File: src/rtl/fir_decim_out.sv
// Decimating averager for the FIR output stream: sums DECIM samples, rounds, rescales,
// saturates to OUT_W bits and queues results in a first-word-fall-through FIFO.
module fir_decim_out #(
  parameter int DECIM = 4,
  parameter int SHIFT = 4,
  parameter int OUT_W = 8,
  parameter int DEPTH = 8
) (
  input  logic                       Clk,
  input  logic                       Rst_n,
  input  logic [15:0]                Yin,
  input  logic                       Yin_valid,
  output logic [OUT_W-1:0]           Dout,
  output logic                       Dout_valid,
  input  logic                       Dout_ready,
  output logic [$clog2(DEPTH):0]     Level,
  output logic                       Overflow,
  input  logic                       Clr_ovf
);

  localparam int PW = $clog2(DECIM);
  localparam int AW = 16 + PW;
  localparam int RW = AW + 1;
  localparam int AWX = $clog2(DEPTH);
  localparam int LW = AWX + 1;
  localparam int RND_I = (2 ** SHIFT) / 2;
  localparam logic [RW-1:0] RND = RND_I[RW-1:0];
  localparam logic signed [RW-1:0] SAT_HI = RW'(2 ** (OUT_W - 1) - 1);
  localparam logic signed [RW-1:0] SAT_LO = ~SAT_HI;
  localparam logic [PW-1:0] PH_LAST = PW'(DECIM - 1);
  localparam logic [LW-1:0] LVL_FULL = LW'(DEPTH);

  logic signed [AW-1:0] acc;
  logic signed [AW-1:0] sum;
  logic signed [RW-1:0] rnd;
  logic signed [RW-1:0] shr;
  logic [OUT_W-1:0]     res;
  logic [PW-1:0]        phase;
  logic                 dump;

  logic [OUT_W-1:0] mem [DEPTH];
  logic [AWX-1:0]   wr_ptr;
  logic [AWX-1:0]   rd_ptr;
  logic [LW-1:0]    level;
  logic             full;
  logic             pop;
  logic             wr_en;
  logic             drop;

  assign sum  = acc + {{PW{Yin[15]}}, Yin};
  assign dump = Yin_valid && (phase == PH_LAST);

  // One guard bit above the sum keeps the rounding add from wrapping.
  assign rnd = {sum[AW-1], sum} + RND;
  assign shr = rnd >>> SHIFT;

  always_comb begin
    res = shr[OUT_W-1:0];
    if (shr > SAT_HI)
      res = SAT_HI[OUT_W-1:0];
    else if (shr < SAT_LO)
      res = SAT_LO[OUT_W-1:0];
  end

  always_ff @(posedge Clk) begin
    if (!Rst_n) begin
      acc   <= '0;
      phase <= '0;
    end else if (Yin_valid) begin
      if (dump) begin
        acc   <= '0;
        phase <= '0;
      end else begin
        acc   <= sum;
        phase <= phase + PW'(1);
      end
    end
  end

  assign full  = (level == LVL_FULL);
  assign pop   = (level != '0) && Dout_ready;
  // A pop frees the slot in the same edge, so a full FIFO still accepts a push then.
  assign wr_en = dump && (!full || pop);
  assign drop  = dump && full && !pop;

  always_ff @(posedge Clk) begin
    if (wr_en)
      mem[wr_ptr] <= res;
  end

  always_ff @(posedge Clk) begin
    if (!Rst_n) begin
      wr_ptr   <= '0;
      rd_ptr   <= '0;
      level    <= '0;
      Overflow <= 1'b0;
    end else begin
      if (wr_en)
        wr_ptr <= wr_ptr + AWX'(1);
      if (pop)
        rd_ptr <= rd_ptr + AWX'(1);
      case ({wr_en, pop})
        2'b10:   level <= level + LW'(1);
        2'b01:   level <= level - LW'(1);
        default: level <= level;
      endcase
      if (drop)
        Overflow <= 1'b1;
      else if (Clr_ovf)
        Overflow <= 1'b0;
    end
  end

  assign Level      = level;
  assign Dout_valid = (level != '0);
  assign Dout       = Dout_valid ? mem[rd_ptr] : '0;

endmodule

File: config.mk
export PLATFORM = sky130hd
export DESIGN_NAME = fir_decim_out
export DESIGN_NICKNAME = d
export VERILOG_FILES = /design/src/rtl/fir_decim_out.sv
export SDC_FILE = /design/constraint.sdc
export NUM_CORES = 1
export LEC_CHECK = 0
export BUFFER_PORTS_ARGS = -buffer_cell sky130_fd_sc_hd__buf_4
export CORE_ASPECT_RATIO = 0.9
export CORE_MARGIN = 2
export CORE_UTILIZATION = 61
export DETAILED_ROUTE_END_ITERATION = 8
export PLACE_DENSITY = 0.91
export SYNTH_ARGS = -nofsm -noshare
export SYNTH_HDL_FRONTEND = slang
export SYNTH_SLANG_ARGS = --single-unit
File: constraint.sdc
create_clock -name Clk -period 7.3 [get_ports Clk]
set_clock_uncertainty 0.15 [all_clocks]
set_input_delay 2.19 -clock Clk [delete_from_list [all_inputs] [get_ports Clk]]
set_output_delay 2.19 -clock Clk [all_outputs]
set_load 0.02 [all_outputs]
After elaboration in Yosys (flattened, before gate mapping)
Memories as Yosys holds them, arrays and structs flattened. A register that Yosys moved wholly into a read port is not among the register bits.
Cells that the tools add are included.
{"block": "totals", "wordCells": 43, "out_inout_bits": 14, "input_bits": 21, "mem_count": 1, "ff_bits": 31, "mem_bits_rw": 64}
{"memory": "mem", "words": 8, "width": 8, "read_ports": 1, "rd_clocked_by_memory_dff": 1, "wr": 1, "line_no": "41", "rtl": "logic [OUT_W-1:0] mem [DEPTH];"}
{"block": "classes", "order_cmp": 2, "addsub": 7, "n_eq_ne": 4, "n_mux": 12, "reduce_logical": 11}
{"op": "2-to-1 mux 8 bit", "count": 3}
{"op": "adder 18 x 5 -> 19 bit (second input constant)", "count": 1}
{"op": "adder 18 bit", "count": 1}
{"op": "2-to-1 mux 18 bit", "count": 1}
{"op": "> comparator 15 x 8 -> 1 bit (second input constant)", "count": 1}
{"op": "< comparator 15 x 8 -> 1 bit (second input constant)", "count": 1}
{"op": "one-hot mux 4 bit (2 select lines)", "count": 1}
{"op": "adder 3 x 1 -> 3 bit (second input constant)", "count": 2}
{"op": "2-to-1 mux 3 bit", "count": 2}
{"op": "logical AND 1 bit", "count": 5}
{"op": "adder 4 x 1 -> 4 bit (second input constant)", "count": 1}
{"op": "== test 2 bit (second input constant)", "count": 2}
{"op": "== test 4 bit (second input constant)", "count": 1}
{"op": "2-to-1 mux 1 bit", "count": 4}
{"op": "nonzero test 2 bit", "count": 2}
{"op": "nonzero test 4 bit", "count": 1}
{"op": "subtractor 4 x 1 -> 4 bit (second input constant)", "count": 1}
{"op": "adder 2 x 1 -> 2 bit (second input constant)", "count": 1}
{"op": "== test 2 x 1 -> 1 bit (second input constant)", "count": 1}
{"op": "zero test 1 bit", "count": 2}
{"op": "2-to-1 mux 2 bit", "count": 1}
{"op": "logical OR 1 bit", "count": 1}

Longest topological paths before layout
{"block": "depth", "ltp_word": 6, "mapped_depth": 13, "ltp_nobuf": 12}

Worst setup path before layout
No wires, ideal clock.
{"block": "synth_timing", "kind": "input -> register", "start": "in Yin[0]", "end": "mem mem[0][4] (data pin)", "arrival_time_ns": 5.452, "n_path_buf": 0, "path_slack_ns": 1.465, "path_stages": 12, "setup_time_ns": 0.233, "cell_sequence": "ha_1 fa_1 a21o_1 a221o_1 nand4_1 o2111ai_1 a2111oi_4 nand3_2 or4_4 a221oi_2 a21boi_2 o211ai_1"}
{"block": "synth_via", "elab_chain_len": 5, "elab_cells_between_ends": 6, "classes_between": "add/sub: 2; order compare: 2; mux: 2"}
{"item": "start, declared", "line_no": "11", "rtl": "input logic [15:0] Yin,"}
{"item": "adder 18 bit *", "line_no": "50", "rtl": "assign sum = acc + {{PW{Yin[15]}}, Yin};"}
{"item": "adder 18 x 5 -> 19 bit *", "line_no": "54", "rtl": "assign rnd = {sum[AW-1], sum} + RND;"}
{"item": "< comparator 15 x 8 -> 1 bit", "line_no": "61", "rtl": "else if (shr < SAT_LO)"}
{"item": "2-to-1 mux 8 bit", "line_no": "61"}
{"item": "2-to-1 mux 8 bit *", "line_no": "59", "rtl": "if (shr > SAT_HI)"}
{"item": "via res[4]", "line_no": "37", "rtl": "logic [OUT_W-1:0] res;"}
{"item": "end, declared", "line_no": "41"}
The timed path passes the listed nets; every way through them passes the cells marked *.

Final worst setup path
{"block": "layout_timing", "start": "in Yin[0]", "end": "mem mem[3][4] (data pin)"}
Same word-level chain as after synthesis.

==> impl_metrics.toml <==
[power]
combinationalPowerShare_pct = 29.2
ir_drop_uv = 158
power.switching_w = 0.000486
pwr-share-seq_pct = 45.3
internal_power_w = 0.000988
clkPwrFrac_pct = 25.4
power_leakage_nw = 2.21
power_density_nw_per_um2 = 246
swShare_pct = 33.0

[worst_hold_path]
worstHoldPathType = "flop to flop"

[flow_run]
drv_cap = 0

[clock_network]
cts_buffers = 9
holdBufCountCts = 0
root_buffer = "clkbuf_8"
post_cts_resized = 0
cts_tree = "done"
clkTransAtPathRegs_ns = 0.11
clock_path_buffers = 2
h-tree-depth = 3
clkLatencyLatePin_ns = 0.37
cts_setup_buffers = 0
cts_num_sinks = 98

[drt]
wl_per_cell_microns = 18.7
drt-pass1-iter-count = 5
drc_errors = 0
vias = 3918
drt.antenna.violating_nets = 0
wirelength_mm = 11.7
drt-initial-drc-count = 348
vias_per_cell = 6.28

[setup_path]
cp-start-kind = "primary input"
slowest_delay_ns = 0.59
crit_chain = "buf_4, ha_1, fa_1, a21o_1, a221o_1, nand4_1, o2111ai_1, a2111oi_4, nand3_2, nor4_1, a32oi_1, o31ai_2, o211ai_1"
required_ns = 7.16
cp.arrival_ns = 6.07
cp_max_fo = 8
crit_type = "primary input to flop"
critPathSlowestCell = "o31ai_2"
critPathCaptureType = "flop"

[sta]
hold_violations = 0
fmax_mhz = 161
setup_violations = 0
slew_viol_final = 0
fin_crit_sh_pct = 85.1
grt_setup_unrepaired = "false"
slew_headroom_pct = 29.2
setup_tns_ns = 0
final.min_clock_period_ns = 6.22
tightest_slew_ns = 1.06

[finish]
nets = 547
num_antenna_cells = 0
filler_cell_count = 625
syn2layout_area_growth_pct = 11.2
final_cells = 624
mostFrequentLayoutCell = "edfxtp_1"
drive_above_1_share_pct = 18.8
most-common-layout-cells = "64 x edfxtp_1, 42 x buf_4, 34 x dfxtp_1"

[logic_synthesis]
synth_xor_area_share_pct = 4.06
yosysWarnings = 0
synthSimpleGateAreaFrac_pct = 15.9
syn_area_sq_um = 5400
synth_area_per_cell_sq_um = 11.6
synth.distinct_cells = 64
ys_ff_latch = 98
synthMuxAreaShare_pct = 9.29
synthArstFlopShare_pct = 0
syn_nets = 513
synth_top_family_by_area = "simple AND/OR/NAND/NOR gates"
synth_edf_count = 64
synth_fa_ha_area_share_pct = 6.30
synth_compound_area_share_pct = 13.5
synth_cells = 466
seq_area_frac_synth_pct = 48.2
synth_flop_cell = "edfxtp_1"

[placement]
globalplace.congestion = 0.936
port_buffers = 34
post-place-cells = 608
hpwlAfterDp_mm = 8.28

[floorplanning]
initial_utilization_pct = 63.0
row_count = 32
die_w_microns = 103
io_pins = 35
dieArea_sq_um = 9620
core-area_sq_um = 8570
die-height_microns = 93.3

[grt]
overflow = 0
antenna_found_initial = 0
grt.total_usage_pct = 25.8
grt_max_degree = 33
grt_pass1_wl_mm = 18.9
grt_pass1_vias = 3880

[outcome]
status = "complete, no violations"
==> worst max-delay path: cells and delay by family <==
family | cells | cell delay [ns]
AND/OR/NAND/NOR | 3 | 0.62
adder cells (fa/ha/maj) | 2 | 0.61
buffers and inverters | 1 | 0.11
AO/OA/AOI/OAI | 7 | 2.52
==> sequential cells by signal, summed over array words and instances, names as in the netlist, named ones only <==
name and cells:
Level 4, Overflow 1, rd_ptr 3, mem 64
wr_ptr 3, phase 2, acc 18
==> final cells by class <==
| class | count | area (sq um) | area share (%) |
|---|---|---|---|
| Clock buffer | 9 | 124 | 2.06 |
| Clock inverter | 7 | 92.6 | 1.54 |
| Inverter | 20 | 75.1 | 1.25 |
| Multi-Input combinational cell | 329 | 2650 | 44.1 |
| Sequential cell | 98 | 2600 | 43.4 |
| Tap cell | 119 | 149 | 2.48 |
| Timing Repair Buffer | 42 | 315 | 5.25 |
==> power by group through the flow <==
stage               logic, W  clock network (W)  registers, W
floorplan           0.000318                  0      0.000676
global placement    0.000400                  0      0.000680
detailed placement  0.000420                  0      0.000681
CTS                 0.000422           0.000376      0.000669
global route        0.000470           0.000393      0.000671
finish              0.000431           0.000375      0.000669
==> per-layer routing <==
layer | vias up | GRT usage, % | share of wire [%]
met2 | 185 | 44.8 | 51
met4 | 0 | 8.00 | 1.2
met5 | - | 0 | 0
met3 | 15 | 4.41 | 7.3
li1 | 1825 | - | -
met1 | 1893 | 32.9 | 41
==> cell families (layout without fill, tap and decap cells) <==
kind of cell,after synthesis,count (layout)
AO/OA/AOI/OAI,97,97
XOR/XNOR,25,25
adder cells (fa/ha/maj),26,26
buffers and inverters,39,78
flip-flops,98,98
multiplexers,30,30
AND/OR/NAND/NOR,151,151
==> Yosys cell counts, drive strengths merged, types with 11 or more instances <==
cell type / n / area (sq um)
and2: 20 / 128
mux2i: 13 / 130
inv: 20 / 75.1
dfxtp: 34 / 681
clkbuf: 12 / 45.0
a21o: 11 / 82.6
o22ai: 11 / 68.8
xnor2: 19 / 166
edfxtp: 64 / 1920
ha: 24 / 300
nand2: 20 / 75.1
nor2b: 24 / 150
a21oi: 22 / 110
nor2: 26 / 97.6
mux4: 16 / 360
==> worst paths after layout <==
check / start / end / slack [ns] / cells past startpoint
max reg2reg: acc[0] / mem[3][4] / 2.72 / 12
min: Level[3] / Level[3] / 0.39 / 2
max: Yin[0] / mem[3][4] / 1.08 / 13
min reg2reg: Level[3] / Level[3] / 0.39 / 2
==> stage by stage <==
stage,area (sq um),total power [W],hold slack (ns),setup slack [ns],util (%)
floorplan,5400,0.000994,0.337,1.46,-
global placement,5790,0.00108,0.351,0.915,67.5
detailed placement,5790,0.00110,0.374,0.796,67.5
CTS,6000,0.00147,0.394,1.14,70.1
global route,6000,0.00153,0.416,0.813,70.1
finish,6000,0.00147,0.385,1.08,70.1
Power figures use the tool's default switching activity.
